===== src/rtl/data_mem_responder.sv =====
// 256-byte big-endian data memory slave for the MEM stage: one request at a time, registered read data.
// Define DMEM_WAIT_STATE_EN to insert a single WAIT state between ACCESS and RESP.
module data_mem_responder (
  input  logic        clk,
  input  logic        reset,
  input  logic        E,
  input  logic        RW,
  input  logic        SIZE,
  input  logic [7:0]  A,
  input  logic [31:0] DI,
  output logic [31:0] DO,
  output logic        ready,
  output logic        busy,
  output logic        err
);

  localparam logic [1:0] IDLE   = 2'd0;
  localparam logic [1:0] ACCESS = 2'd1;
  localparam logic [1:0] WAIT   = 2'd2;
  localparam logic [1:0] RESP   = 2'd3;

  logic [1:0]  state;
  logic [1:0]  state_next;
  logic [7:0]  a_q;
  logic        rw_q;
  logic        size_q;
  logic [31:0] di_q;
  logic        err_q;
  logic        misaligned;
  logic        do_access;
  logic [7:0]  addr0;
  logic [7:0]  addr1;
  logic [7:0]  addr2;
  logic [7:0]  addr3;
  logic [7:0]  mem [0:255];

  // Word lanes are only used when aligned, so OR-ing the low bits never wraps past 255.
  assign misaligned = size_q && (a_q[1:0] != 2'b00);
  assign addr0      = a_q;
  assign addr1      = {a_q[7:2], 2'b01};
  assign addr2      = {a_q[7:2], 2'b10};
  assign addr3      = {a_q[7:2], 2'b11};
  assign do_access  = (state == ACCESS) && !misaligned;

  always_comb begin
    state_next = state;
    case (state)
      IDLE:   if (E) state_next = ACCESS;
`ifdef DMEM_WAIT_STATE_EN
      ACCESS: state_next = WAIT;
`else
      ACCESS: state_next = RESP;
`endif
      WAIT:   state_next = RESP;
      RESP:   state_next = IDLE;
      default: state_next = IDLE;
    endcase
  end

  always_ff @(posedge clk or posedge reset) begin
    if (reset) begin
      state <= IDLE;
    end else begin
      state <= state_next;
    end
  end

  // Request fields are captured only on acceptance, so inputs are don't-care while busy.
  always_ff @(posedge clk or posedge reset) begin
    if (reset) begin
      a_q    <= 8'h00;
      rw_q   <= 1'b0;
      size_q <= 1'b0;
      di_q   <= 32'h0;
    end else if ((state == IDLE) && E) begin
      a_q    <= A;
      rw_q   <= RW;
      size_q <= SIZE;
      di_q   <= DI;
    end
  end

  always_ff @(posedge clk or posedge reset) begin
    if (reset) begin
      err_q <= 1'b0;
    end else if (state == ACCESS) begin
      err_q <= misaligned;
    end
  end

  // DO only moves on a completed, aligned read; writes and faulted accesses leave it alone.
  always_ff @(posedge clk or posedge reset) begin
    if (reset) begin
      DO <= 32'h0;
    end else if (do_access && !rw_q) begin
      if (size_q) begin
        DO <= {mem[addr0], mem[addr1], mem[addr2], mem[addr3]};
      end else begin
        DO <= {24'h0, mem[addr0]};
      end
    end
  end

  // Storage has no reset; an aborted request never reaches ACCESS because reset parks the FSM in IDLE.
  always_ff @(posedge clk) begin
    if (do_access && rw_q) begin
      if (size_q) begin
        mem[addr0] <= di_q[31:24];
        mem[addr1] <= di_q[23:16];
        mem[addr2] <= di_q[15:8];
        mem[addr3] <= di_q[7:0];
      end else begin
        mem[addr0] <= di_q[7:0];
      end
    end
  end

  assign ready = (state == RESP);
  assign busy  = (state != IDLE);
  assign err   = (state == RESP) && err_q;

endmodule

===== config.mk =====
export PLATFORM = sky130hd
export DESIGN_NAME = data_mem_responder
export DESIGN_NICKNAME = d
export VERILOG_FILES = /design/src/rtl/data_mem_responder.sv
export SDC_FILE = /design/constraint.sdc
export NUM_CORES = 2
export LEC_CHECK = 0
export CAP_MARGIN = 10
export CORE_ASPECT_RATIO = 0.5
export CORE_UTILIZATION = 50
export CTS_CLUSTER_DIAMETER = 120
export DETAILED_ROUTE_END_ITERATION = 16
export PLACE_DENSITY = 0.65
export RECOVER_POWER = 50
export SYNTH_ARGS = -nofsm -noshare
export SYNTH_HDL_FRONTEND = slang
export SYNTH_SLANG_ARGS = --single-unit

===== constraint.sdc =====
create_clock -name clk -period 6 [get_ports clk]
set_input_delay 0.6 -clock clk [delete_from_list [all_inputs] [get_ports clk]]
set_output_delay 0.6 -clock clk [all_outputs]
set_load 0.05 [all_outputs]

==> impl_metrics.tcl <==
set metrics [dict create \
    status "complete, but fails checks" \
    failed_checks "max-capacitance violations, max-slew violations" \
    syn_avg_cell_area_sq_um 15.2 \
    placedCellCount 9742 \
    gp_congestion 1.11 \
    path_clk_slew_ps 70 \
    async_reset_ff_frac 0.0362 \
    setup_tns_ps 0 \
    post_cts_buffers 0 \
    synth_nets 7215 \
    finalSetupViolCount 0 \
    r2r_cells 6 \
    synth_top_area_cell "edfxtp_1" \
    hold_class "input port to flip-flop" \
    fp-row-count 120 \
    dr.first_iter.drc_count 14600 \
    syn_inst 7166 \
    hold_viol 0 \
    ys_ff_latch 2125 \
    place_area_sq_um 114000 \
    cts_tree "done" \
    grt_pass1_wl_um 632000 \
    ant_nets 0 \
    synth_cell_types 53 \
    area_delta_synth_final_pct 9.89 \
    final_cell_mix "edfxtp_1, o21a_1, mux4_2" \
    period_needed_ps 5980 \
    design_area_sq_um 120000 \
    crit_type "flip-flop to flip-flop" \
    die_area_sq_um 220000 \
    die_w_um 662 \
    min_delay_path_depth 2 \
    power.density_nw_per_um2 585 \
    power_uw 70000 \
    wl_um 472000 \
    clockBufferDepth 4 \
    tightest_slew_ps 3730 \
    peakVddDrop_v 0.000553 \
    clock.fmax_ghz 0.167 \
    cts_resized 0 \
    start_util 0.506 \
    final_common_cell "edfxtp_1" \
    drive_gt1_frac 0.216 \
    start_kind "flip-flop" \
    vias 78600 \
    grt_max_degree 116 \
    synth.top_cell.area_share 0.565 \
    crit_required_ps 6330 \
    core_area_sq_um 215000 \
    hpwl_um 312000 \
    clk_latency_ps 900 \
    cp-end-kind "flip-flop" \
    instances_no_fill 10100 \
    timing.final.crit_share 0.996 \
    grt-ovfl-total 0 \
    drt_first_pass_iters 10 \
    cts-htree-levels 4 \
    grt_setup_unrepaired "false" \
    maxCapViolCount 48 \
    antenna_found_initial 46 \
    grt_pass1_vias 74300 \
    ys.flop_type "edfxtp_1" \
    cts_buffers 199 \
    p_leak_uw 0.0379 \
    cts-root-buf "clkbuf_16" \
    synthTopCellsByArea "edfxtp_1, mux4_2, o21a_1, nand2_1, a22oi_1" \
    hold_buffers 0 \
    yosysSeqAreaShare 0.583 \
    fin_skew_ps 43.1 \
    drc 0 \
    syn-cell-area_sq_um 109000 \
    slew_headroom -1.48 \
    cp.arrival_ps 6310 \
    chipHeight_um 332 \
    wl_per_cell_um 46.6 \
    yosysWarnings 0 \
    io_buffer_count 79 \
    synth_edf_count 2048 \
    finalNetCount 7144 \
    cts_sinks 2125 \
    final_max_slew_viol_count 1215 \
    pin_count 80 \
    track_usage 0.425 \
    vias_per_cell 7.75 \
    cp_max_fo 42 \
]
## path summary, 6_finish.rpt
path / from / endpoint / slack, ps
min: DI[6] / di_q[6]$_DFFE_PP0P_ / 310
min in group asynchronous: reset / di_q[28]$_DFFE_PP0P_ / 420
max in group asynchronous: reset / a_q[5]$_DFFE_PP0P_ / 1020
max reg2reg: a_q[0]$_DFFE_PP0P_ / mem[211][6]$_DFFE_PP_ / 20
min reg2reg: DO[10]$_DFFE_PP0P_ / DO[10]$_DFFE_PP0P_ / 480
max: a_q[0]$_DFFE_PP0P_ / mem[211][6]$_DFFE_PP_ / 20
## area by class of cell
cell class	instances	area, sq um
Tap cell	2867	3590
Fill cell	16900	95600
Antenna cell	22	55.1
Inverter	13	56.3
Sequential cell	2125	63500
Clock inverter	108	1140
Multi-Input combinational cell	4236	42000
Clock buffer	244	5280
Timing Repair Buffer	520	3900
## worst max-delay path, stage by stage (launching register included)
cell and delay, ps:
dfrtp_4 1010, o21ai_0 300, and3_1 270, clkbuf_1 360
nand3_1 210, clkbuf_1 2080, nor2_1 1090
## where the power goes
group	total (uW)	leakage [uW]	switching, uW	internal, uW
registers	21800	0.0194	2370	19400
clock network	13200	0.00314	5980	7230
logic	35000	0.0154	22800	12200
total	70000	0.0379	31200	38800
## metal layers
metal / global-route usage / share of wire / wire, um
met1: 0.529 / 0.32 / 153000
met2: 0.576 / 0.40 / 189000
met3: 0.255 / 0.21 / 96900
met4: 0.222 / 0.069 / 32800
met5: 0.00434 / 0.0010 / 478
## registers in the layout, summed over array words and instances, names as in the netlist
name and flops:
rw_q 1, DO 32, state 2, a_q 8, di_q 32, mem 2048, err_q 1, size_q 1
## synthesized netlist by cell type, types with 3 or more instances
master,instances
edfxtp_1,2048
o21a_1,1537
mux4_2,916
nand2_1,659
clkbuf_1,493
a22oi_1,329
nor2_1,306
buf_2,160
a21oi_1,121
dfrtp_1,77
buf_1,69
mux2_2,52
mux2i_1,47
buf_4,39
o21ai_0,34
buf_6,31
o41ai_1,30
nand4_1,27
nor3_1,19
nor2b_1,18
nand3_1,16
a22o_1,15
nand2b_1,14
a211oi_1,13
inv_1,13
o22ai_1,10
o31ai_1,6
a2111oi_0,5
and2_1,5
o211ai_1,5
o311ai_0,5
or2_2,5
ha_1,4
o221ai_1,4
o32ai_1,4
a21o_1,3
a221oi_1,3
and3_1,3
nor3b_1,3
nor4_1,3
## cells by family (layout without fill, tap and decap cells)
logic type	Yosys count	count (layout)	synth area share
flip-flops	2125	2125	0.583
AO/OA/AOI/OAI	2132	2132	0.144
adder cells (fa/ha/maj)	4	4	0.000460
AND/OR/NAND/NOR	1085	1085	0.0399
buffers and inverters	805	885	0.0331
multiplexers	1015	1015	0.199
other	0	22	0
## per-stage QoR
stage	hold WS [ps]	worst slack, ps	utilization
2_1_floorplan	473	2830	-
3_5_place_dp	473	940	0.528
5_1_grt	325	411	0.555
6_report	313	21.6	0.556
4_1_cts	47.9	931	0.558
3_3_place_gp	473	582	0.528
Note: power is estimated with default switching activity, not from simulation.
